[src/rtl/pc_fetch_unit_if.sv]
// Fetch unit bus: redirect input, imem request/response, decode output.
// The fetch unit connects through master; the environment through slave.
interface pc_fetch_unit_if #(
    parameter int DATA_W = 32
);
    logic              redirect_valid;
    logic [DATA_W-1:0] redirect_pc;
    logic              imem_req_valid;
    logic [DATA_W-1:0] imem_req_addr;
    logic              imem_req_ready;
    logic              imem_resp_valid;
    logic [DATA_W-1:0] imem_resp_data;
    logic              inst_valid;
    logic [DATA_W-1:0] inst_pc;
    logic [DATA_W-1:0] inst;
    logic              inst_ready;
    logic              fetch_fault;

    modport master (
        input  redirect_valid, redirect_pc,
        input  imem_req_ready, imem_resp_valid, imem_resp_data,
        input  inst_ready,
        output imem_req_valid, imem_req_addr,
        output inst_valid, inst_pc, inst, fetch_fault
    );

    modport slave (
        output redirect_valid, redirect_pc,
        output imem_req_ready, imem_resp_valid, imem_resp_data,
        output inst_ready,
        input  imem_req_valid, imem_req_addr,
        input  inst_valid, inst_pc, inst, fetch_fault
    );
endinterface

[src/rtl/pc_fetch_unit.sv]
// PC owner and instruction fetcher: one outstanding imem request,
// one-entry output buffer to decode, redirect kills in-flight fetches.
module pc_fetch_unit #(
    parameter int              DATA_W   = 32,
    parameter logic [DATA_W-1:0] RESET_PC = '0
) (
    input  logic           clk,
    input  logic           rst,
    pc_fetch_unit_if.master bus
);
    typedef enum logic [2:0] {
        IDLE,
        REQ,
        WAIT,
        HOLD,
        FAULT
    } state_t;

    state_t            state, state_nxt;
    logic [DATA_W-1:0] pc, pc_nxt;
    logic [DATA_W-1:0] inst_pc_q, inst_pc_nxt;
    logic [DATA_W-1:0] inst_q, inst_nxt;
    logic              kill, kill_nxt;
    logic              redir_bad;
    logic              redir_ok;

    assign redir_bad = bus.redirect_valid && (bus.redirect_pc[1:0] != 2'b00);
    assign redir_ok  = bus.redirect_valid && !redir_bad;

    // All outputs come from registers or a state decode only.
    assign bus.imem_req_valid = (state == REQ);
    assign bus.imem_req_addr  = pc;
    assign bus.inst_valid     = (state == HOLD);
    assign bus.inst_pc        = inst_pc_q;
    assign bus.inst           = inst_q;
    assign bus.fetch_fault    = (state == FAULT);

    // State and datapath registers.
    always_ff @(posedge clk) begin
        if (rst) begin
            state     <= IDLE;
            pc        <= RESET_PC;
            inst_pc_q <= RESET_PC;
            inst_q    <= '0;
            kill      <= 1'b0;
        end else begin
            state     <= state_nxt;
            pc        <= pc_nxt;
            inst_pc_q <= inst_pc_nxt;
            inst_q    <= inst_nxt;
            kill      <= kill_nxt;
        end
    end

    // Next-state logic; a redirect always wins over the sequential pc+4.
    always_comb begin
        state_nxt   = state;
        pc_nxt      = pc;
        inst_pc_nxt = inst_pc_q;
        inst_nxt    = inst_q;
        kill_nxt    = kill;
        unique case (state)
            IDLE: begin
                state_nxt = REQ;
                if (redir_ok) pc_nxt = bus.redirect_pc;
            end
            REQ: begin
                if (bus.imem_req_ready) begin
                    state_nxt = WAIT;
                    if (redir_ok) begin
                        kill_nxt = 1'b1;
                        pc_nxt   = bus.redirect_pc;
                    end
                end else if (redir_ok) begin
                    pc_nxt = bus.redirect_pc;
                end
            end
            WAIT: begin
                if (bus.imem_resp_valid) begin
                    if (kill || redir_ok) begin
                        kill_nxt  = 1'b0;
                        state_nxt = REQ;
                        if (redir_ok) pc_nxt = bus.redirect_pc;
                    end else begin
                        inst_nxt    = bus.imem_resp_data;
                        inst_pc_nxt = pc;
                        pc_nxt      = pc + DATA_W'(4);
                        state_nxt   = HOLD;
                    end
                end else if (redir_ok) begin
                    kill_nxt = 1'b1;
                    pc_nxt   = bus.redirect_pc;
                end
            end
            HOLD: begin
                if (bus.inst_ready || redir_ok) begin
                    state_nxt = REQ;
                    if (redir_ok) pc_nxt = bus.redirect_pc;
                end
            end
            FAULT: begin
                state_nxt = FAULT;
            end
            default: begin
                state_nxt = IDLE;
            end
        endcase
        // A misaligned target halts fetch until reset.
        if (redir_bad) begin
            state_nxt   = FAULT;
            pc_nxt      = pc;
            inst_pc_nxt = inst_pc_q;
            inst_nxt    = inst_q;
            kill_nxt    = kill;
        end
    end
endmodule

[src/flat_wrapper.sv]
// flat-port wrapper written by rule: the top's interface ports become plain ports
module pc_fetch_unit_flat 
#(
    parameter int              DATA_W   = 32,
    parameter logic [DATA_W-1:0] RESET_PC = '0
)
  (clk, rst, bus_redirect_valid, bus_redirect_pc, bus_imem_req_ready, bus_imem_resp_valid, bus_imem_resp_data, bus_inst_ready, bus_imem_req_valid, bus_imem_req_addr, bus_inst_valid, bus_inst_pc, bus_inst, bus_fetch_fault);
  pc_fetch_unit_if #(.DATA_W(DATA_W)) bus_i ();
  input  logic clk;
  input  logic rst;
  input wire logic [$bits(bus_i.redirect_valid)-1:0] bus_redirect_valid;
  input wire logic [$bits(bus_i.redirect_pc)-1:0] bus_redirect_pc;
  input wire logic [$bits(bus_i.imem_req_ready)-1:0] bus_imem_req_ready;
  input wire logic [$bits(bus_i.imem_resp_valid)-1:0] bus_imem_resp_valid;
  input wire logic [$bits(bus_i.imem_resp_data)-1:0] bus_imem_resp_data;
  input wire logic [$bits(bus_i.inst_ready)-1:0] bus_inst_ready;
  output wire logic [$bits(bus_i.imem_req_valid)-1:0] bus_imem_req_valid;
  output wire logic [$bits(bus_i.imem_req_addr)-1:0] bus_imem_req_addr;
  output wire logic [$bits(bus_i.inst_valid)-1:0] bus_inst_valid;
  output wire logic [$bits(bus_i.inst_pc)-1:0] bus_inst_pc;
  output wire logic [$bits(bus_i.inst)-1:0] bus_inst;
  output wire logic [$bits(bus_i.fetch_fault)-1:0] bus_fetch_fault;
  assign bus_i.redirect_valid = bus_redirect_valid;
  assign bus_i.redirect_pc = bus_redirect_pc;
  assign bus_i.imem_req_ready = bus_imem_req_ready;
  assign bus_i.imem_resp_valid = bus_imem_resp_valid;
  assign bus_i.imem_resp_data = bus_imem_resp_data;
  assign bus_i.inst_ready = bus_inst_ready;
  assign bus_imem_req_valid = bus_i.imem_req_valid;
  assign bus_imem_req_addr = bus_i.imem_req_addr;
  assign bus_inst_valid = bus_i.inst_valid;
  assign bus_inst_pc = bus_i.inst_pc;
  assign bus_inst = bus_i.inst;
  assign bus_fetch_fault = bus_i.fetch_fault;
  pc_fetch_unit #(.DATA_W(DATA_W), .RESET_PC(RESET_PC)) u_core (.clk(clk), .rst(rst), .bus(bus_i));
endmodule
[config.mk]
export PLATFORM = sky130hd
export DESIGN_NAME = pc_fetch_unit_flat
export DESIGN_NICKNAME = d
export VERILOG_FILES = /design/src/rtl/pc_fetch_unit_if.sv /design/src/rtl/pc_fetch_unit.sv /design/src/flat_wrapper.sv
export SDC_FILE = /design/constraint.sdc
export NUM_CORES = 1
export LEC_CHECK = 0
export CAP_MARGIN = 10
export CORE_MARGIN = 1
export CORE_UTILIZATION = 35
export CTS_BUF_LIST = sky130_fd_sc_hd__clkbuf_2 sky130_fd_sc_hd__clkbuf_4 sky130_fd_sc_hd__clkbuf_8
export DETAILED_ROUTE_END_ITERATION = 16
export GPL_TIMING_DRIVEN = 0
export PLACE_DENSITY_LB_ADDON = 0.15
export RECOVER_POWER = 50
export SLEW_MARGIN = 20
export SYNTH_ARGS = -nofsm -noshare
export SYNTH_HDL_FRONTEND = slang
export SYNTH_SLANG_ARGS = --single-unit
[constraint.sdc]
create_clock -name clk -period 2.5 [get_ports clk]
set_input_delay 0.25 -clock clk [delete_from_list [all_inputs] [get_ports clk]]
set_output_delay 0.25 -clock clk [all_outputs]
set_load 0.005 [all_outputs]
* Word level (Yosys, flattened, before mapping)
Cells that the tools add are included.
** Storage, ports and cells
- Bits in registers :: 100
- Output and inout bits :: 99
- Word-level logic and storage cells :: 52
- Bits of input ports :: 70
** Operators by class
- Bitwise logic cells :: 2
- Equal/unequal tests :: 11
- Reduce and logical (&&, ||, !) cells :: 16
- Add/sub/neg operators :: 1
- Muxes and demuxes :: 16
** Operator list (number)
- 32-bit 2-to-1 mux :: 4
- 32-bit case mux with 3 select lines :: 1
- 32-bit by 3-bit adder with 32-bit output (second input constant) :: 1
- 3-bit case mux with 5 select lines :: 1
- 3-bit 2-to-1 mux :: 4
- 3-bit by 2-bit inequality test with 1-bit output (second input constant) :: 3
- 3-bit AND reduction :: 3
- 4-bit AND reduction :: 2
- 3-bit by 2-bit equality test with 1-bit output (second input constant) :: 2
- 1-bit 2-to-1 mux :: 4
- 2-bit inequality test (second input constant) :: 2
- 2-bit nonzero test :: 2
- 2-bit OR reduction :: 2
- 3-bit by 1-bit equality test with 1-bit output (second input constant) :: 1
- 3-bit equality test (second input constant) :: 1
- 3-bit zero test :: 1
- 3-bit by 1-bit inequality test with 1-bit output (second input constant) :: 1
- 3-bit nonzero test :: 1
- 1-bit logical AND :: 2
- 1-bit logical OR :: 2
- 2-bit 2-to-1 mux :: 1
- 2-bit by 1-bit inequality test with 1-bit output (second input constant) :: 1
- 1-bit NOT :: 2
- 1-bit case mux with 2 select lines :: 1
- 1-bit zero test :: 1

* Logic depth before layout (Yosys ltp)
- Depth in word-level cells :: 9
- Mapped depth :: 7
- Depth with buffers taken out :: 6

* Worst setup path after synthesis
Ideal clock, no wire load.
- Kind :: register to register
- Start :: register u_core.pc[2] (netlist: u_core.bus.imem_req_addr[2])
- End :: register u_core.pc[28] (netlist: u_core.bus.imem_req_addr[28])
- Stages on the path, launching flop included :: 8
- Slack :: 568 ps
- Data arrival time :: 1851 ps
- Setup time :: 81 ps
- Data required time :: 2419 ps
- Path buffers :: 1
- Clock period less this slack :: 1932 ps
- Cell sequence :: dfxtp_1 -> ha_1 -> and3_1 -> buf_2 -> and2_1 -> nand3_1 -> or4_1 -> a41oi_1
** Between the ends
- Longest elaborated chain between the ends :: 4
** RTL lines
- from (decl) :: line pc_fetch_unit.sv:20 : logic [DATA_W-1:0] pc, pc_nxt;
- from (signal assigned) :: line pc_fetch_unit.sv:48 : pc <= pc_nxt;
- 32-bit by 3-bit adder with 32-bit output :: line pc_fetch_unit.sv:87 : pc_nxt = pc + DATA_W'(4);
- 32-bit 2-to-1 mux :: line pc_fetch_unit.sv:80 : if (kill || redir_ok) begin
- 32-bit 2-to-1 mux :: line pc_fetch_unit.sv:79 : if (bus.imem_resp_valid) begin
- 32-bit case mux with 3 select lines :: line pc_fetch_unit.sv:62 : unique case (state)
Every way passes these cells.
A chain may end at the register's enable or synchronous reset.

* Worst setup path after layout
- Start :: input port bus_redirect_valid
- End :: register u_core.pc[20] (netlist: u_core.bus.imem_req_addr[20])
** Between the ends
- Longest elaborated chain between the ends :: 7
- Elaborated cells between the ends (all ways) :: 13
- Classes of those cells :: eq/ne (1); mux (5); bitwise (1); reduce/logical (6)
** RTL lines
- from (decl) :: line flat_wrapper.sv:11 : input wire logic [$bits(bus_i.redirect_valid)-1:0] bus_redirect_valid;
- 1-bit logical AND :: line pc_fetch_unit.sv:27 : assign redir_bad = bus.redirect_valid && (bus.redirect_pc[1:0] != 2'b00);
- 1-bit zero test :: line pc_fetch_unit.sv:28 : assign redir_ok = bus.redirect_valid && !redir_bad;
- 1-bit logical AND :: line pc_fetch_unit.sv:28
- 32-bit 2-to-1 mux / 1-bit logical OR (equally long branches)
- 32-bit 2-to-1 mux :: line pc_fetch_unit.sv:80
- 32-bit 2-to-1 mux :: line pc_fetch_unit.sv:79
- 32-bit case mux with 3 select lines :: line pc_fetch_unit.sv:62
Several ways; a longest one is shown, not always the timed one. The select of a mux whose other input is x is not followed.

==> results.md <==
* Fin. Hold Viols at 0
* Slowest cell delay on critical path at 0.56 ns
* Layout Cells excl Fill at 911
* Placed cell area at 6260 µm²
* Commonest register cell after synthesis: dfxtp_1
* Core Area at 12100 µm²
* Post-Layout Inst Area at 6480 µm²
* P&R area growth vs syn at 48.1%
* Synth warn at 0
* Leakage at 2.36 nW
* Hold WS at 0.405 ns
* TNS Setup at 0 ns
* Commonest cells after routing, fill and taps aside: nand2_1, dfxtp_1, dlygate4sd3_1, a21oi_1, clkdlybuf4s50_1
* Post-Syn Nets at 629
* Row Count at 40
* First-pass GRT wire length at 22700 µm
* Routability congestion estimate from global placement at 0.813
* Syn Inst Count at 558
* Vias in the first global route at 4506
* Commonest non-fill, non-tap cell in the layout: nand2_1
* Max Cap Viol at 0
* DRC Markers at 0
* PD cells at 482 nW/µm²
* Max-slew violations at 0
* Synth area leader: dfxtp_1
* CP arrival at 2.65 ns
* Root buffer cell: clkbuf_8
* Post-synth EDFFs at 0
* Slew @ Worst Pin at 0.622 ns
* Synth unique cells at 54
* Share of the synthesized area in the top cell type at 45.8%
* Clk pin slew, worst setup/hold paths at 0.10 ns
* Clk buf depth at 2
* Period Utilization, post-route at 96.1%
* CTS sink count at 100
* Port Buf Inserts at 168
* Die Span Y at 114 µm
* ANT nets after route at 0
* WP buf/inv at 3
* Power Total at 0.00312 W
* Total gr overflow at 0
* Tightest Hold Check Type: in -> reg
* CP Capture Type: register
* Routed len/inst at 15.8 µm
* Via density at 5.23
* Status: finished, final reports clean
* Mean Syn Cell Area at 7.84 µm²
* Starting density of the core at 36.1%
* CP Data Required Time at 2.75 ns
* Chip width at 114 µm
* Post-synth ARST share at 0%
* RSZ-0062 raised after global routing: no
* Slowest cell on crit path: nor3_2
* Final setup violation count at 0
* Initial antenna violation count at 1
* Critical path startpoint category: input port
* Fmax at 0.416 GHz
* Sequential area share after synthesis at 45.8%
* Vias at 4760
* #FFs+latches synth at 100
* WL final at 14400 µm
* VDD IR max at 0.278 mV
* Top cells by area, synth: dfxtp_1, nand2_1, a21oi_1, clkbuf_1, o211ai_1
* Mapped cell area at 4370 µm²
* Dpl cells at 894
* DRT iter0 DRCs at 310
* Crit path time final at 2.40 ns
* Top cell by count, worst path: clkbuf_1
* Crit path max-delay family: buffers and inverters
* Tot GR Track Use at 22.4%
* Final nets at 808
* Max Fanout on Critical Path at 10
* Largest net degree at the start of global routing at 16
* DRT Pass-1 Iters at 5
* Cts hold-fix bufs at 0
* Slew HR at 58.3%
* Cts bufs inserted at 9
* Worst-path cell chain: clkdlybuf4s50_1, nor3b_1, clkbuf_1, nor3_2, clkbuf_1, o21ai_0, a21oi_1, nor4_1
* Worst clock skew at 0.0167 ns
* Clk Latency, worst-skew pair at 0.39 ns
* Post-DP HPWL at 10500 µm
* Top Ports at 169
* WS Path Type: in -> reg
* CTS tree: yes
* H-tree depth at 3
* Total die area at 12900 µm²
* Ratio of cells with drive above 1 in the final layout at 4.45%
## area by class of cell
type	instances	area, µm²
fill	1173	5630
antenna	1	2.50
buffer	40	169
clock inverter	4	47.5
multi-input combinational	415	2190
inverter	3	11.3
timing repair buffer	168	1680
tap	168	210
clock buffer	12	159
sequential	100	2000
## registers in the layout (all words and copies together), names as in the netlist
signal,count
u_core.bus.imem_req_addr,32
u_core.bus.inst,32
u_core.bus.inst_pc,32
u_core.kill,1
u_core.state,3
## worst min-delay path: stages
cell and delay (ns):
clkdlybuf4s50_1 0.40, nand2_1 0.06, a21oi_1 0.05
## worst paths after layout
| check | start | to | slack, ns | depth (start not counted) |
|---|---|---|---|---|
| max | bus_redirect_valid | u_core.bus.imem_req_addr[20]$_SDFFE_PP0P_ | 0.1 | 8 |
| min reg2reg | u_core.bus.inst_pc[8]$_SDFFE_PP0P_ | u_core.bus.inst_pc[8]$_SDFFE_PP0P_ | 0.46 | 2 |
| max reg2reg | u_core.bus.imem_req_addr[3]$_SDFFE_PP0P_ | u_core.bus.imem_req_addr[28]$_SDFFE_PP0P_ | 0.25 | 7 |
| min | bus_imem_resp_data[14] | u_core.bus.inst[14]$_SDFFE_PP0P_ | 0.40 | 3 |
## logic make-up (layout without fill, tap and decap cells)
group,Yosys count,in the layout,synth area share (%)
other,0,1,0
multiplexers,1,1,0.229
adder cells (fa/ha/maj),1,1,0.286
buffers and inverters,43,227,4.06
AND/OR/NAND/NOR,253,253,27.4
AO/OA/AOI/OAI,160,160,22.3
flip-flops,100,100,45.8
## through the flow
step | setup slack (ns) | util [%]
after floorplan | 0.568 | -
after global placement | -0.186 | 51.7
after detailed placement | -0.209 | 51.7
after CTS | 0.179 | 53.4
after global routing | 0.0395 | 53.5
final | 0.0983 | 53.5
## power by group
group	internal, W	total (W)	switching (W)	leakage, nW
logic	0.000197	0.000341	0.000144	1.45
registers	0.00162	0.00168	0.0000579	0.809
clock network	0.000526	0.00110	0.000573	0.106
total	0.00235	0.00312	0.000775	2.36
## synth_stat cells (2+ instances only)
cell type / number
nand2_1: 146
dfxtp_1: 100
a21oi_1: 83
clkbuf_1: 29
nor2_1: 23
nand3_1: 19
o21ai_0: 16
o211ai_1: 13
nor3_1: 11
a211oi_1: 10
a22oi_1: 10
nand4_1: 6
nor4_1: 6
or3_1: 6
and4_1: 5
buf_1: 5
o22ai_1: 5
or4_1: 5
and2_1: 4
and3_1: 4
buf_2: 4
nand2b_1: 4
inv_1: 3
nor3b_1: 3
o31ai_1: 3
a21o_1: 2
a311oi_1: 2
a31oi_1: 2
o21a_1: 2
o32ai_1: 2
or2_1: 2
## routing by layer
| metal | GRT usage (%) | part of all wire (%) | vias up |
|---|---|---|---|
| met2 | 34.0 | 46 | 178 |
| met5 | 0 | 0 | - |
| met4 | 10.4 | 2.0 | 0 |
| met3 | 5.26 | 7.4 | 19 |
| met1 | 30.3 | 45 | 2224 |
| li1 | - | - | 2339 |
## what timing repair did
action / 4_1_cts / 5_1_grt
hold endpoints to repair: 0 / 0
setup endpoints to repair: 0 / 17
buffers inserted: 0 / 0
resized for setup: 0 / 3
Power figures use the tool's default switching activity.
